[src/rtl/mmind_scorer_if.sv]
// mmind_scorer_if -- operand/result bundle for the Mastermind scorer.
//   start        : request to score the current secret/guess pair
//   secret/guess : four pegs of COLOR_W bits each, {p3,p2,p1,p0}, p0 in LSBs
//   busy         : scoring in progress
//   done         : one-cycle pulse, results below are new
//   black/white  : position+colour matches / colour-only matches (0..4)
//   win          : all four pegs matched
// master = requester side, slave = scorer side.
interface mmind_scorer_if #(
    parameter int COLOR_W = 3
);
    logic                   start;
    logic [4*COLOR_W-1:0]   secret;
    logic [4*COLOR_W-1:0]   guess;
    logic                   busy;
    logic                   done;
    logic [2:0]             black;
    logic [2:0]             white;
    logic                   win;

    modport master (
        output start, secret, guess,
        input  busy, done, black, white, win
    );

    modport slave (
        input  start, secret, guess,
        output busy, done, black, white, win
    );
endinterface

[src/rtl/mmind_scorer.sv]
// mmind_scorer -- sequential Mastermind scorer.
// Latches a secret/guess pair on start, counts positional matches one peg
// per cycle (4 cycles), then sums min(secret count, guess count) one colour
// per cycle (2^COLOR_W cycles), and publishes black/white/win with a done
// pulse. Results hold until the next completed scoring or reset.
// Ports:
//   clk   : clock, rising edge
//   reset : asynchronous, active-low reset
//   bus   : mmind_scorer_if.slave (start, secret, guess -> busy, done,
//           black, white, win)
module mmind_scorer #(
    parameter int COLOR_W = 3
) (
    input  logic                    clk,
    input  logic                    reset,
    mmind_scorer_if.slave           bus
);
    typedef enum logic [1:0] {IDLE, BLACK, COLOR, FINISH} state_t;

    localparam logic [COLOR_W-1:0] COLOR_ONE  = {{(COLOR_W-1){1'b0}}, 1'b1};
    localparam logic [COLOR_W-1:0] COLOR_LAST = {COLOR_W{1'b1}};

    state_t               state_reg, state_next;
    logic [4*COLOR_W-1:0] secret_reg, secret_next;
    logic [4*COLOR_W-1:0] guess_reg, guess_next;
    logic [1:0]           idx_reg, idx_next;
    logic [COLOR_W-1:0]   color_reg, color_next;
    logic [2:0]           black_acc_reg, black_acc_next;
    logic [2:0]           total_reg, total_next;
    logic [2:0]           black_reg, black_next;
    logic [2:0]           white_reg, white_next;
    logic                 win_reg, win_next;
    logic                 done_reg, done_next;

    // Per-peg views of the latched operands.
    logic [COLOR_W-1:0] sec_peg [4];
    logic [COLOR_W-1:0] gue_peg [4];
    logic [3:0]         pos_match;
    logic [3:0]         sec_hit;
    logic [3:0]         gue_hit;

    genvar gi;
    generate
        for (gi = 0; gi < 4; gi++) begin : g_peg
            assign sec_peg[gi]   = secret_reg[gi*COLOR_W +: COLOR_W];
            assign gue_peg[gi]   = guess_reg[gi*COLOR_W +: COLOR_W];
            assign pos_match[gi] = (sec_peg[gi] == gue_peg[gi]);
            assign sec_hit[gi]   = (sec_peg[gi] == color_reg);
            assign gue_hit[gi]   = (gue_peg[gi] == color_reg);
        end
    endgenerate

    function automatic logic [2:0] popcount4(input logic [3:0] v);
        return {2'b00, v[0]} + {2'b00, v[1]} + {2'b00, v[2]} + {2'b00, v[3]};
    endfunction

    logic [2:0] sec_cnt, gue_cnt, min_cnt;
    assign sec_cnt = popcount4(sec_hit);
    assign gue_cnt = popcount4(gue_hit);
    assign min_cnt = (sec_cnt < gue_cnt) ? sec_cnt : gue_cnt;

    always_comb begin
        state_next     = state_reg;
        secret_next    = secret_reg;
        guess_next     = guess_reg;
        idx_next       = idx_reg;
        color_next     = color_reg;
        black_acc_next = black_acc_reg;
        total_next     = total_reg;
        black_next     = black_reg;
        white_next     = white_reg;
        win_next       = win_reg;
        done_next      = 1'b0;

        case (state_reg)
            IDLE: begin
                if (bus.start) begin
                    secret_next    = bus.secret;
                    guess_next     = bus.guess;
                    idx_next       = 2'd0;
                    color_next     = '0;
                    black_acc_next = 3'd0;
                    total_next     = 3'd0;
                    state_next     = BLACK;
                end
            end
            BLACK: begin
                if (pos_match[idx_reg]) begin
                    black_acc_next = black_acc_reg + 3'd1;
                end
                idx_next = idx_reg + 2'd1;
                if (idx_reg == 2'd3) begin
                    color_next = '0;
                    state_next = COLOR;
                end
            end
            COLOR: begin
                total_next = total_reg + min_cnt;
                color_next = color_reg + COLOR_ONE;
                if (color_reg == COLOR_LAST) begin
                    state_next = FINISH;
                end
            end
            FINISH: begin
                // total counts every colour match including positional ones,
                // so it never falls below black_acc.
                black_next = black_acc_reg;
                white_next = total_reg - black_acc_reg;
                win_next   = (black_acc_reg == 3'd4);
                done_next  = 1'b1;
                state_next = IDLE;
            end
            default: state_next = IDLE;
        endcase
    end

    always_ff @(posedge clk or negedge reset) begin
        if (!reset) begin
            state_reg     <= IDLE;
            secret_reg    <= '0;
            guess_reg     <= '0;
            idx_reg       <= 2'd0;
            color_reg     <= '0;
            black_acc_reg <= 3'd0;
            total_reg     <= 3'd0;
            black_reg     <= 3'd0;
            white_reg     <= 3'd0;
            win_reg       <= 1'b0;
            done_reg      <= 1'b0;
        end else begin
            state_reg     <= state_next;
            secret_reg    <= secret_next;
            guess_reg     <= guess_next;
            idx_reg       <= idx_next;
            color_reg     <= color_next;
            black_acc_reg <= black_acc_next;
            total_reg     <= total_next;
            black_reg     <= black_next;
            white_reg     <= white_next;
            win_reg       <= win_next;
            done_reg      <= done_next;
        end
    end

    assign bus.busy  = (state_reg != IDLE);
    assign bus.done  = done_reg;
    assign bus.black = black_reg;
    assign bus.white = white_reg;
    assign bus.win   = win_reg;
endmodule

[src/flat_wrapper.sv]
// flat-port wrapper written by rule: the top's interface ports become plain ports
module mmind_scorer_flat 
#(
    parameter int COLOR_W = 3
)
  (clk, reset, bus_start, bus_secret, bus_guess, bus_busy, bus_done, bus_black, bus_white, bus_win);
  mmind_scorer_if #(.COLOR_W(COLOR_W)) bus_i ();
  input  logic clk;
  input  logic reset;
  input wire logic [$bits(bus_i.start)-1:0] bus_start;
  input wire logic [$bits(bus_i.secret)-1:0] bus_secret;
  input wire logic [$bits(bus_i.guess)-1:0] bus_guess;
  output wire logic [$bits(bus_i.busy)-1:0] bus_busy;
  output wire logic [$bits(bus_i.done)-1:0] bus_done;
  output wire logic [$bits(bus_i.black)-1:0] bus_black;
  output wire logic [$bits(bus_i.white)-1:0] bus_white;
  output wire logic [$bits(bus_i.win)-1:0] bus_win;
  assign bus_i.start = bus_start;
  assign bus_i.secret = bus_secret;
  assign bus_i.guess = bus_guess;
  assign bus_busy = bus_i.busy;
  assign bus_done = bus_i.done;
  assign bus_black = bus_i.black;
  assign bus_white = bus_i.white;
  assign bus_win = bus_i.win;
  mmind_scorer #(.COLOR_W(COLOR_W)) u_core (.clk(clk), .reset(reset), .bus(bus_i));
endmodule
[config.mk]
export PLATFORM = sky130hd
export DESIGN_NAME = mmind_scorer_flat
export DESIGN_NICKNAME = d
export VERILOG_FILES = /design/src/rtl/mmind_scorer_if.sv /design/src/rtl/mmind_scorer.sv /design/src/flat_wrapper.sv
export SDC_FILE = /design/constraint.sdc
export NUM_CORES = 1
export LEC_CHECK = 0
export CORE_MARGIN = 3
export CORE_UTILIZATION = 59
export CTS_CLUSTER_DIAMETER = 100
export DETAILED_ROUTE_END_ITERATION = 16
export HOLD_SLACK_MARGIN = 0.1
export PLACE_DENSITY_LB_ADDON = 0.25
export SETUP_SLACK_MARGIN = 0.1
export SLEW_MARGIN = 20
export SYNTH_ARGS = -nofsm -noshare
export SYNTH_HDL_FRONTEND = slang
export SYNTH_SLANG_ARGS = --single-unit
[constraint.sdc]
create_clock -name clk -period 11.2 [get_ports clk]
set_input_delay 2.24 -clock clk [delete_from_list [all_inputs] [get_ports clk]]
set_output_delay 2.24 -clock clk [all_outputs]
set_load 0.005 [all_outputs]
---- Yosys cells after proc, flatten, opt, wreduce, memory -nomap -nowiden ----
Cells that the tools add are included.
operators by class
  order comparisons ....................... 2
  mux-type cells .......................... 16
  $add $sub $neg .......................... 11
  equal/unequal tests ..................... 22
  reductions and logical operators ........ 11
operators by type and width
  cell                                                    count
  equality test 3 bit                                     12
  adder 3 x 1 -> 3 bit                                    4
  2-to-1 mux 3 bit                                        4
  case mux 3 bit (2 select lines)                         2
  case mux 3 bit (3 select lines)                         1
  AND reduction 3 bit                                     3
  2-to-1 mux 2 bit                                        4
  case mux 2 bit (4 select lines)                         1
  adder 3 x 1 -> 3 bit (second input constant)            2
  equality test 2 bit (second input constant)             3
  equality test 3 bit (second input constant)             2
  inequality test 2 x 1 -> 1 bit (second input constant)  3
  AND reduction 2 bit                                     3
  nonzero test 2 bit                                      3
  adder 1 x 1 -> 2 bit                                    2
  case mux 2 bit (2 select lines)                         1
  adder 3 bit                                             1
  < comparator 2 x 3 -> 1 bit (second input constant)     1
  < comparator 3 bit                                      1
  nonzero test 3 bit                                      1
  subtractor 3 bit                                        1
  adder 2 x 1 -> 2 bit (second input constant)            1
  binary-select mux 1 bit (select 2 bit)                  1
  equality test 2 x 1 -> 1 bit (second input constant)    1
  other kinds (3)                                         4
storage, ports and cells
  register bits after elaboration ......... 45
  input bits .............................. 27
  output and inout bits ................... 9

---- Logic depth before layout (Yosys ltp) ----
  depth after elaboration ................. 8
  depth in mapped cells ................... 18

---- Least setup slack after synthesis ----
Ideal clock, no wire load.
  kind .................................... register to register
  from .................................... reg u_core.color_reg[0]
  to ...................................... reg u_core.total_reg[2]
  stages on the path, launching flop included .. 17
  data required time ...................... 11.077 ns
  setup slack ............................. 7.423 ns
  arrival time ............................ 3.654 ns
  cell sequence ........................... dfrtp_1 -> clkbuf_1 -> xor2_1 -> nor3_1 -> ha_1 -> inv_1 -> fa_1 -> inv_1 -> ha_1 -> ha_1 -> a21o_1 -> a21o_1 -> mux2_2 -> fa_1 -> xnor2_1 -> nand4_1 -> nor3b_1
on the way
  word-level cells in the longest chain between the ends .. 8
  elaborated cells between the ends (all ways) .. 18
  classes of those cells .................. add/sub: 7; order compare: 1; eq/ne: 8; mux: 2
ends and longest elaborated chain
  element                                        RTL line                                text
  from (decl)                                    mmind_scorer.sv:27                      logic [COLOR_W-1:0] color_reg, color_next;
  from (signal assigned)                         mmind_scorer.sv:135                     color_reg <= color_next;
  equality test 3 bit, on equally long branches  mmind_scorer.sv:48, mmind_scorer.sv:49
  adder 1 x 1 -> 2 bit                           mmind_scorer.sv:54                      return {2'b00, v[0]} + {2'b00, v[1]} + {2'b00, v[2]} + {2'b00, v[3]};
  adder 3 x 1 -> 3 bit (2 in a row)              mmind_scorer.sv:54
  < comparator 3 bit                             mmind_scorer.sv:60                      assign min_cnt = (sec_cnt < gue_cnt) ? sec_cnt : gue_cnt;
  2-to-1 mux 3 bit *                             mmind_scorer.sv:60
  adder 3 bit *                                  mmind_scorer.sv:98                      total_next = total_reg + min_cnt;
  case mux 3 bit (2 select lines) *              mmind_scorer.sv:75                      case (state_reg)
  to (signal assigned)                           mmind_scorer.sv:137                     total_reg <= total_next;
  to (decl)                                      mmind_scorer.sv:29                      logic [2:0] total_reg, total_next;
Mark *: on every way between the ends. The rest lies on a longest branch, timed or not.
A chain may end at the register's enable or synchronous reset.

---- Worst setup path in the final report ----
  from .................................... reg u_core.state_reg[0]
  to ...................................... out bus_busy
on the way
  word-level cells in the longest chain between the ends .. 1
ends and longest elaborated chain
  element                 RTL line             text
  from (decl)             mmind_scorer.sv:23   state_t state_reg, state_next;
  from (signal assigned)  mmind_scorer.sv:131  state_reg <= state_next;
  nonzero test 2 bit      mmind_scorer.sv:145  assign bus.busy = (state_reg != IDLE);
  to (decl)               flat_wrapper.sv:13   output wire logic [$bits(bus_i.busy)-1:0] bus_busy;
No other way between the ends.

==> impl_metrics.py <==
metrics = {
    "run_status": {
        "status": "complete, no violations",
    },
    "global_routing": {
        "grt-ovfl-total": 0,
        "grt_antenna_before_repair": 0,
        "grt_pass1_vias": 1779,
        "grt_max_degree": 46,
        "grt_pass1_wl_um": 8307,
        "grt_usage": 0.2005,
    },
    "cts": {
        "tritoncts": "yes",
        "cts_root_buffer": "clkbuf_8",
        "clkLatencyLatePin_ps": 300,
        "cts_buffer_depth": 2,
        "ctsResizeCount": 0,
        "post_cts_buffers": 0,
        "clock_sinks": 45,
        "hold_buffers": 0,
        "cts-buffers-inserted": 5,
        "cts_max_level": 2,
        "clk_pin_slew_ps": 90,
    },
    "logic_synthesis": {
        "synth_xor_area_frac": 0.1314,
        "synth_compound_area_frac": 0.05209,
        "synth_cell_types": 32,
        "avgSynthCellArea_um2": 11.35,
        "synth_top_family_by_area": "multiplexers",
        "syn-num-nets": 283,
        "yosys.area_share.simple": 0.08071,
        "ys_warn_count": 0,
        "synth_seq_cells": 45,
        "synth_area_um2": 2666,
        "synthMuxAreaShare": 0.1600,
        "synthAdderAreaFrac": 0.1098,
        "synth_cells": 235,
        "yosysSeqAreaShare": 0.4223,
    },
    "power": {
        "combinationalPowerShare": 0.530,
        "power_frac_clock": 0.144,
        "p_sw_frac": 0.3797,
        "peakVddDrop_mv": 0.2007,
        "p_leak_uw": 0.001426,
        "seqPwrFrac": 0.326,
        "internal_power_uw": 623.9,
        "p_sw_uw": 381.8,
        "p_per_area_nw_per_um2": 317.0,
    },
    "timing": {
        "tns_ps": 0,
        "setup-violations-final": 0,
        "fin_worst_skew_ps": 6.877,
        "hold_viol": 0,
        "rsz0062_at_grt": "false",
        "finalCritPeriodShare": 0.3575,
        "worstMarginPinSlew_ps": 969.7,
        "fmax_mhz": 249.8,
        "report.final.slew_viol_count": 0,
        "slew_headroom": 0.3520,
        "layout_setup_ws_ps": 7196,
        "fin_crit_ps": 4004,
    },
    "final_layout": {
        "multi_input_area_um2": 1424,
        "syn_to_final_growth_pct": 19.01,
        "regArea_um2": 1126,
        "final_cell_mix": "dfrtp_1 (45), clkdlybuf4s50_1 (34), mux2_2 (29)",
        "fill_cells": 291,
        "diodes": 0,
        "nets": 315,
        "final_common_cell": "dfrtp_1",
        "drive_above_1_share": 0.1567,
        "final_cells": 318,
    },
    "placement": {
        "preCtsSetupSlack_ps": 7020,
        "dp_cells": 310,
        "port_buffers": 35,
        "gp_congestion": 0.7926,
        "place_hpwl_um": 3496,
    },
    "job": {
        "cap_violations": 0,
    },
    "floorplan": {
        "fp.dieW_um": 73.23,
        "boundaryPins": 36,
        "rows": 23,
        "start_util": 0.6390,
        "dieArea_um2": 5362,
        "core_um2": 4173,
        "die_h_um": 73.23,
    },
    "route": {
        "routed_via_density": 5.525,
        "wl_um": 4791,
        "ant_nets": 0,
        "drc": 0,
        "vias": 1757,
        "drtIter0Drc": 98,
        "drt-wirelength-per-cell_um": 15.07,
        "firstDrtPassIters": 4,
    },
    "worst_setup_path": {
        "worst-setup-path-type": "reg -> out",
        "crit_fanout": 11,
        "end_kind": "output pin",
        "crit_arrival_ps": 1760,
        "cp.required_ps": 8960,
        "cp-start-kind": "register",
    },
    "min_path": {
        "worst_hold_path_type": "reg -> reg",
    },
}
[final cells by class]
type	instances	area share
tap	50	0.01972
sequential	45	0.3549
clock inverter	3	0.02050
clock buffer	5	0.02169
timing repair buffer	35	0.1096
multi-input combinational	159	0.4487
inverter	21	0.02484
[power groups by stage]
stage                     Combinational [uW]  Clock, uW  Sequential [uW]
after floorplan                          428          0              303
after global placement                   515          0              327
after detailed placement                 532          0              331
after CTS                                540        146              329
after global routing                     608        154              340
final                                    533        145              328
[stage by stage]
step             util  hold slack [ps]  total power [uW]  cell area (um2)
3_5_place_dp   0.7277            496.4             863.2             3037
5_1_grt        0.7604            529.0              1102             3173
2_1_floorplan       -            505.5             731.7             2666
6_report       0.7604            512.9              1006             3173
4_1_cts        0.7598            516.6              1014             3171
3_3_place_gp   0.7277            489.7             842.6             3037
[metal layers]
metal	vias up	GRT usage	wire, um	part of all wire
li1	860	-	-	-
met1	845	0.2677	2132	0.45
met2	40	0.3287	2388	0.50
met3	12	0.03444	164	0.034
met4	0	0.06967	106	0.022
met5	-	0	0	0
[critical path: stages, from the launching register on]
cell	delay, ps
dfrtp_1	430
inv_1	100
ha_1	370
inv_1	110
clkdlybuf4s50_1	460
[cell families after synthesis]
kind of cell,count (synthesis)
and+or+nand+nor,40
muxes,39
buffers and inverters,31
DFF,45
adders and majority gates,21
xor gates and xnor gates,40
AOI/OAI and AO/OA,19
[path summary, 6_finish.rpt]
path,start,end,slack (ps),cells past startpoint
worst max-delay path,u_core.state_reg[0],bus_busy,7200,4
worst min-delay path,u_core.bus.white[2],u_core.bus.white[2],510,1
worst max register to register,u_core.color_reg[2],u_core.total_reg[2],7240,16
worst min register to register,u_core.bus.white[2],u_core.bus.white[2],510,1
max in group asynchronous,reset,u_core.color_reg[0],8870,1
min in group asynchronous,reset,u_core.total_reg[2],1920,1
[Yosys cell counts]
master / n / area [um2]
a211o_1: 1 / 8.760
a21o_1: 2 / 15.01
a21oi_1: 3 / 15.01
a221oi_1: 1 / 8.760
a41oi_2: 1 / 16.27
and3_2: 1 / 7.510
buf_1: 1 / 3.750
clkbuf_1: 9 / 33.78
dfrtp_1: 45 / 1126
fa_1: 4 / 80.08
ha_1: 17 / 212.7
inv_1: 21 / 78.83
mux2_2: 29 / 326.6
mux2i_1: 10 / 100.1
nand2_1: 6 / 22.52
nand2_2: 1 / 6.260
nand2b_1: 2 / 12.51
nand3_1: 10 / 50.05
nand4_1: 4 / 25.02
nor2_1: 5 / 18.77
nor2b_1: 2 / 12.51
nor3_1: 4 / 20.02
nor3b_1: 2 / 15.01
o21ai_0: 6 / 30.03
o221ai_1: 3 / 26.28
o31a_1: 1 / 8.760
o32a_1: 1 / 10.01
or3_1: 1 / 6.260
or4_1: 1 / 7.510
or4_4: 1 / 11.26
xnor2_1: 22 / 192.7
xor2_1: 18 / 157.7
Note: power is estimated with default switching activity, not from simulation.
